`config.mk`:
```
export PLATFORM = sky130hd
export DESIGN_NAME = key_load_ctrl
export DESIGN_NICKNAME = d
export VERILOG_FILES = /design/src/rtl/key_ctrl_pkg.sv /design/src/rtl/key_shift_reg.sv /design/src/rtl/key_load_ctrl.sv
export SDC_FILE = /design/constraint.sdc
export NUM_CORES = 1
export LEC_CHECK = 0
export CAP_MARGIN = 20
export CORE_MARGIN = 3
export CORE_UTILIZATION = 59
export CTS_CLUSTER_DIAMETER = 150
export CTS_CLUSTER_SIZE = 24
export DETAILED_ROUTE_END_ITERATION = 8
export GPL_ROUTABILITY_DRIVEN = 0
export PLACE_DENSITY = 0.84
export SETUP_SLACK_MARGIN = 0.1
export SLEW_MARGIN = 20
export SYNTH_ARGS = -nofsm -noshare
export SYNTH_HDL_FRONTEND = slang
export SYNTH_SLANG_ARGS = --single-unit
```
`constraint.sdc`:
```
create_clock -name clk -period 2.7 [get_ports clk]
set_clock_uncertainty 0.1 [all_clocks]
set_input_delay 0.54 -clock clk [delete_from_list [all_inputs] [get_ports clk]]
set_output_delay 0.54 -clock clk [all_outputs]
set_load 0.005 [all_outputs]
```
`src/rtl/key_ctrl_pkg.sv`:
```
// rtl/key_ctrl_pkg.sv - shared types and constants for the key load controller
package key_ctrl_pkg;

    localparam int DEF_KEY_WIDTH = 32;
    localparam int DEF_TIMEOUT   = 255;

    typedef enum logic [2:0] {
        ST_IDLE,
        ST_SHIFT,
        ST_CHECK,
        ST_ACTIVE,
        ST_FAIL
    } state_t;

    localparam logic [1:0] ERR_NONE    = 2'b00;
    localparam logic [1:0] ERR_PARITY  = 2'b01;
    localparam logic [1:0] ERR_TIMEOUT = 2'b10;

endpackage

```
`src/rtl/key_shift_reg.sv`:
```
// rtl/key_shift_reg.sv - shadow key register, bit counter and running parity
module key_shift_reg
    import key_ctrl_pkg::*;
#(
    parameter int KEY_WIDTH = DEF_KEY_WIDTH
) (
    input  logic                 clk,
    input  logic                 rst,
    input  logic                 clear,
    input  logic                 shift_en,
    input  logic                 bit_in,
    output logic [KEY_WIDTH-1:0] shadow,
    output logic                 key_parity,
    output logic                 parity_bit,
    output logic                 last_bit
);

    localparam int CW = $clog2(KEY_WIDTH + 2);

    logic [CW-1:0] bit_cnt;

    // The transfer after the last key bit carries the parity bit.
    assign last_bit = (bit_cnt == CW'(KEY_WIDTH));

    always_ff @(posedge clk) begin
        if (rst || clear) begin
            shadow     <= '0;
            bit_cnt    <= '0;
            key_parity <= 1'b0;
            parity_bit <= 1'b0;
        end else if (shift_en) begin
            if (last_bit) begin
                parity_bit <= bit_in;
            end else begin
                for (int i = 0; i < KEY_WIDTH; i++) begin
                    if (bit_cnt == CW'(i)) begin
                        shadow[i] <= bit_in;
                    end
                end
                key_parity <= key_parity ^ bit_in;
            end
            if (bit_cnt != CW'(KEY_WIDTH + 1)) begin
                bit_cnt <= bit_cnt + CW'(1);
            end
        end
    end

endmodule

```
`src/rtl/key_load_ctrl.sv`:
```
// rtl/key_load_ctrl.sv - serial key loader with parity check and idle timeout
module key_load_ctrl
    import key_ctrl_pkg::*;
#(
    parameter int KEY_WIDTH = DEF_KEY_WIDTH,
    parameter int TIMEOUT   = DEF_TIMEOUT
) (
    input  logic                 clk,
    input  logic                 rst,
    input  logic                 start,
    input  logic                 bit_valid,
    input  logic                 bit_data,
    output logic                 bit_ready,
    output logic [KEY_WIDTH-1:0] key_bus,
    output logic                 key_valid,
    output logic                 out_en,
    output logic                 busy,
    output logic                 err,
    output logic [1:0]           err_code
);

    localparam int TW = $clog2(TIMEOUT + 1);
    localparam logic [TW-1:0] TO_MAX  = TW'(TIMEOUT);
    localparam logic [TW-1:0] TO_LAST = TW'(TIMEOUT - 1);

    state_t               state;
    logic [TW-1:0]        tcnt;
    logic                 load_req;
    logic                 xfer;
    logic                 last_bit;
    logic                 key_parity;
    logic                 parity_bit;
    logic [KEY_WIDTH-1:0] shadow;

    assign load_req = start && (state == ST_IDLE || state == ST_FAIL || state == ST_ACTIVE);
    assign xfer     = bit_valid && bit_ready;

    key_shift_reg #(
        .KEY_WIDTH(KEY_WIDTH)
    ) u_shift (
        .clk       (clk),
        .rst       (rst),
        .clear     (load_req),
        .shift_en  (xfer),
        .bit_in    (bit_data),
        .shadow    (shadow),
        .key_parity(key_parity),
        .parity_bit(parity_bit),
        .last_bit  (last_bit)
    );

    always_ff @(posedge clk) begin
        if (rst) begin
            state     <= ST_IDLE;
            tcnt      <= '0;
            bit_ready <= 1'b0;
            key_bus   <= '0;
            key_valid <= 1'b0;
            out_en    <= 1'b0;
            busy      <= 1'b0;
            err       <= 1'b0;
            err_code  <= ERR_NONE;
        end else if (load_req) begin
            state     <= ST_SHIFT;
            tcnt      <= '0;
            bit_ready <= 1'b1;
            key_bus   <= '0;
            key_valid <= 1'b0;
            out_en    <= 1'b0;
            busy      <= 1'b1;
            err       <= 1'b0;
            err_code  <= ERR_NONE;
        end else begin
            case (state)
                ST_SHIFT: begin
                    if (xfer) begin
                        tcnt <= '0;
                        if (last_bit) begin
                            state     <= ST_CHECK;
                            bit_ready <= 1'b0;
                        end
                    end else begin
                        if (tcnt != TO_MAX) begin
                            tcnt <= tcnt + TW'(1);
                        end
                        // This idle cycle brings the counter up to TIMEOUT.
                        if (tcnt >= TO_LAST) begin
                            state     <= ST_FAIL;
                            bit_ready <= 1'b0;
                            busy      <= 1'b0;
                            err       <= 1'b1;
                            err_code  <= ERR_TIMEOUT;
                        end
                    end
                end
                ST_CHECK: begin
                    busy <= 1'b0;
                    if (key_parity == parity_bit) begin
                        state     <= ST_ACTIVE;
                        key_bus   <= shadow;
                        key_valid <= 1'b1;
                        out_en    <= 1'b1;
                    end else begin
                        state    <= ST_FAIL;
                        err      <= 1'b1;
                        err_code <= ERR_PARITY;
                    end
                end
                default: ;
            endcase
        end
    end

endmodule

```
======== Word-level counts from Yosys, hierarchy flattened ========
Index checks and enable logic that the tools add are counted.
storage, ports and cells
  flip-flop bits (word level) ............. 89
  input bits .............................. 5
  output and inout bits ................... 39
  logic and storage cells ................. 177
operators by class
  order comparisons ....................... 1
  bitwise logic cells ..................... 2
  add/subtract/negate cells ............... 2
  eq/ne operators ......................... 49
  reduce and logical (&&, ||, !) cells .... 55
  muxes and demuxes ....................... 24
operator list
  operator                                                  number
  AND reduction 3 bit                                       36
  equality test 6 x 5 -> 1 bit, second input constant       16
  equality test 6 x 4 -> 1 bit, second input constant       8
  equality test 6 x 3 -> 1 bit, second input constant       4
  2-to-1 mux 8 bit                                          2
  equality test 6 x 2 -> 1 bit, second input constant       2
  2-to-1 mux 3 bit                                          4
  inequality test 3 x 2 -> 1 bit, second input constant     4
  2-to-1 mux 1 bit                                          11
  AND reduction 2 bit                                       5
  adder 8 x 1 -> 8 bit, second input constant               1
  greater-or-equal comparator 8 bit, second input constant  1
  inequality test 8 bit, second input constant              1
  adder 6 x 1 -> 6 bit, second input constant               1
  equality test 3 x 2 -> 1 bit, second input constant       2
  equality test 6 x 1 -> 1 bit, second input constant       1
  equality test 6 bit, second input constant                1
  logical NOT 6 bit                                         1
  2-to-1 mux 2 bit                                          3
  inequality test 2 bit, second input constant              3
  inequality test 6 bit, second input constant              1
  one-hot mux 3 bit (2 select lines)                        1
  nonzero test 2 bit                                        3
  nonzero test 3 bit                                        2
  other kinds (15)                                          19

======== Depth between registers and ports, before layout ========
  depth after elaboration ................. 6
  mapped depth ............................ 7
  mapped depth without buffers ............ 5

======== Modules after synthesis ========
A second synthesis with hierarchy kept.
second synthesis, totals
  cell total of the unflattened synthesis .. 458
  area, all modules ....................... 3843.7 µm²
by module, submodules not included
  module         area each (µm²)  seq. area each (µm²)  instances  cells each
  key_load_ctrl  1940.6           980.9                 1          239
  key_shift_reg  1903.1           800.8                 1          219

======== Worst setup path after synthesis ========
Ideal clock, no wire load.
  path type ............................... register to register
  start point ............................. reg state[0]
  end point ............................... reg tcnt[5]
  slack ................................... 874 ps
  setup time .............................. 70 ps
  required time ........................... 2530 ps
  cell stages (with the launch flop) ...... 5
  clock period less this slack ............ 1826 ps
  arrival ................................. 1655 ps
  buffers on the path ..................... 0
  cell sequence ........................... dfxtp_1 -> or3b_4 -> or2_4 -> or4_1 -> a21oi_1
on the way
  longest elaborated chain between the ends .. 5
  elaborated cells on any way between the ends .. 9
  those cells by class .................... eq/ne: 3; reduce/logical: 6
RTL lines
  what                                                             line                 RTL
  start, declared                                                  key_load_ctrl.sv:26  state_t state;
  start signal, assigned                                           key_load_ctrl.sv:54  state <= ST_IDLE;
  start signal, assigned                                           key_load_ctrl.sv:64  state <= ST_SHIFT;
  start signal, assigned                                           key_load_ctrl.sv:79  state <= ST_CHECK;
  equality test 3 bit / logical NOT 3 bit (equally long branches)  key_load_ctrl.sv:35  assign load_req = start && (state == ST_IDLE || state == ST_FAIL || state == ST_ACTIVE);
  logical OR 1 bit (2 in a row)                                    key_load_ctrl.sv:35
  logical AND 1 bit                                                key_load_ctrl.sv:35
  OR reduction 2 bit (no line)                                     n/a
  end signal, assigned                                             key_load_ctrl.sv:84  tcnt <= tcnt + TW'(1);
  end, declared                                                    key_load_ctrl.sv:27  logic [TW-1:0] tcnt;
Parallel ways exist; a longest one is shown, timed or not.
A chain may end at the register's enable or synchronous reset.

======== Final worst setup path ========
  start point ............................. in bit_valid
  end point ............................... reg tcnt[4]
on the way
  longest elaborated chain between the ends .. 3
  elaborated cells on any way between the ends .. 4
  those cells by class .................... mux: 1; reduce/logical: 3
RTL lines
  what                           line                 RTL
  start, declared                key_load_ctrl.sv:11  input logic bit_valid,
  logical AND 1 bit (*)          key_load_ctrl.sv:36  assign xfer = bit_valid && bit_ready;
  nonzero test 2 bit (no line)   n/a
  AND reduction 2 bit (no line)  n/a
Every way passes the cells marked *; elsewhere a longest branch is shown, timed or not.

==> impl_metrics.yaml <==
outcome:
  status: "finished, final reports clean"
sta:
  setup_viol: 0
  min_period_over_period: 0.7943
  min_period_ns: 2.145
  drv_slew: 0
  relSlewSlack: 0.5599
  tns_ns: 0
  worst_slew_pin_slew_ns: 0.6510
  fmaxAchievable_mhz: 466.3
  rsz0062_at_grt: "false"
  hold_violations: 0
drt:
  drtPass1Iterations: 4
  first_iter_violations: 156
  routed_wirelength_um: 7977
  vias: 3062
  ant_nets: 0
  wl_per_cell_um: 14.83
  avgViaCountPerCell: 5.691
  drc: 0
final_layout:
  syn_to_final_growth_pct: 19.62
  antennaDiodeCount: 0
  nNetsFinal: 469
  drive_gt1_frac: 0.07343
  utilization: 0.7335
synth:
  syn_nets: 443
  ys.flop_type: "dfxtp_1"
  ys_async_sr_fraction: 0
  synth_edf_count: 0
  synthesis.area_mm2: 0.003674
  synth_area_leaders: "dfxtp_1, mux2i_1, nand2_1"
  syn_avg_cell_area_um2: 8.504
  ys_seq_area_frac: 0.4850
  synthCells: 432
  synth-seq-cells: 89
  yosysTopAreaCellShare: 0.4850
  yosys.area.top_type: "dfxtp_1"
  yosysWarnings: 0
  synth_cell_type_count: 44
floorplanning:
  die_area_mm2: 0.007209
  rows: 28
  ioPinCount: 44
  dieWidth_um: 84.91
  core-area_mm2: 0.005991
  die_y_um: 84.91
  initial_core_util: 0.6132
clocking:
  clk_pin_slew_ns: 0.09
  cts_max_level: 3
  cts_tree: "done"
  cts-resized-gates: 0
  cts.sinks: 89
  clk_latency_ns: 0.35
  clockBufferDepth: 2
  postCtsSetupRepairBufs: 0
  cts_hold_buf: 0
  numCtsBuffers: 9
  cts_root_buffer: "clkbuf_8"
grt:
  antenna_found_initial: 0
  grt_max_degree: 78
  grt_pass1_vias: 2927
  grt-ovfl-total: 0
  grt_pass1_wl_um: 13630
  track_usage: 0.2335
critical_path:
  cp-end-kind: "flop"
  crit_required_ns: 2.88
  worst-path-max-fanout: 12
  slowest_stage: "clkdlybuf4s50_1"
  critPathKind: "input pin to flop"
  cp_cell_sequence: "clkdlybuf4s50_1 -> and2_1 -> nor3_1 -> or4_1 -> a21oi_1"
  slowest_delay_ns: 0.53
  worstPathArrival_ns: 2.33
  start_kind: "input pin"
placed_design:
  numPortBuffers: 43
  dp_hpwl_um: 5026
power_and_ir_drop:
  ir_drop_v: 0.0004243
  p_leak_uw: 0.001666
  pwr_density_cell_mw_per_mm2: 594.1
job:
  cap_violations: 0
hold_path:
  hp-class: "flop to flop"
==> stage by stage <==
stage	instance area (um2)	total power, uW	hold slack, ns	setup WS (ns)	cells
3_5_place_dp	4129	1453	0.3480	0.2300	522
3_3_place_gp	4129	1452	0.3402	0.2889	522
2_1_floorplan	3674	1420	0.3315	0.8741	432
5_1_grt	4394	2693	0.3754	0.4813	538
6_report	4394	2610	0.3549	0.5553	538
4_1_cts	4394	2622	0.3600	0.5815	538
==> cell families (layout without fill, tap and decap cells) <==
family / after synthesis / in the layout / synth area share
AO/OA/AOI/OAI: 63 / 63 / 0.09877
XOR/XNOR: 6 / 6 / 0.01431
adder cells (fa/ha/maj): 6 / 6 / 0.02044
buffers and inverters: 38 / 69 / 0.04121
flip-flops: 89 / 89 / 0.4850
multiplexers: 34 / 34 / 0.09264
AND/OR/NAND/NOR: 196 / 196 / 0.2476
==> cells in the mapped netlist (all sizes together), types with 4 or more instances <==
cell type,number
dfxtp,89
nand2,74
a21oi,45
nor2,44
nand3,41
mux2i,34
clkbuf,27
buf,6
ha,6
nor3,6
inv,5
or4,5
nor2b,4
o31ai,4
or3,4
xor2,4
==> power breakdown <==
group	switching (uW)	total [uW]	internal (uW)	leakage, uW
combinational	62.4	97.6	35.2	0.000819
clock	477	1190	710	0.000130
sequential	8.25	1330	1320	0.000718
total	548	2610	2060	0.00167
==> area by class of cell <==
cell class	count	area [um2]
inverter	5	18.77
tap	75	93.84
multi-input combinational	305	1754
timing repair buffer	48	480.5
clock inverter	7	141.4
sequential	89	1782
fill	442	1597
clock buffer	9	123.9
==> worst max-delay path, delay by kind of cell <==
kind | cells | cell delay, ns
AOI/OAI and AO/OA | 1 | 0.16
and+or+nand+nor | 3 | 1.10
buffers and inverters | 1 | 0.53
==> sequential cells by signal (all words and copies together) (netlist names) <==
name	cells
state	3
bit_ready	1
busy	1
err_code	2
u_shift.bit_cnt	6
out_en	1
u_shift.shadow	32
u_shift.parity_bit	1
u_shift.key_parity	1
tcnt	8
key_bus	32
err	1
==> routing by layer <==
layer	wire [um]	track usage	vias to the layer above
li1	-	-	1524
met1	3752	0.3063	1466
met2	3840	0.3872	63
met3	269	0.03786	9
met4	114	0.09065	0
met5	0	0	-
==> path summary, 6_finish.rpt <==
check | startpoint | to | slack, ns | depth (start not counted)
max | bit_valid | tcnt[4] | 0.56 | 5
min | u_shift.shadow[10] | key_bus[10] | 0.35 | 2
max reg2reg | state[0] | tcnt[5] | 0.68 | 4
min reg2reg | u_shift.shadow[10] | key_bus[10] | 0.35 | 2
==> cell usage in the layout, fill, tap and decap left out, types with 4 or more instances in the layout <==
| cell | instances |
|---|---|
| dfxtp_1 | 89 |
| nand2_1 | 74 |
| a21oi_1 | 45 |
| nor2_1 | 44 |
| clkdlybuf4s50_1 | 43 |
| nand3_1 | 41 |
| mux2i_1 | 34 |
| clkbuf_8 | 9 |
| ha_1 | 6 |
| inv_1 | 5 |
| nor3_1 | 5 |
| xor2_1 | 4 |
| nor2b_1 | 4 |
| o31ai_1 | 4 |
| bufinv_16 | 4 |
| buf_4 | 4 |
(Power assumes the default switching activity.)
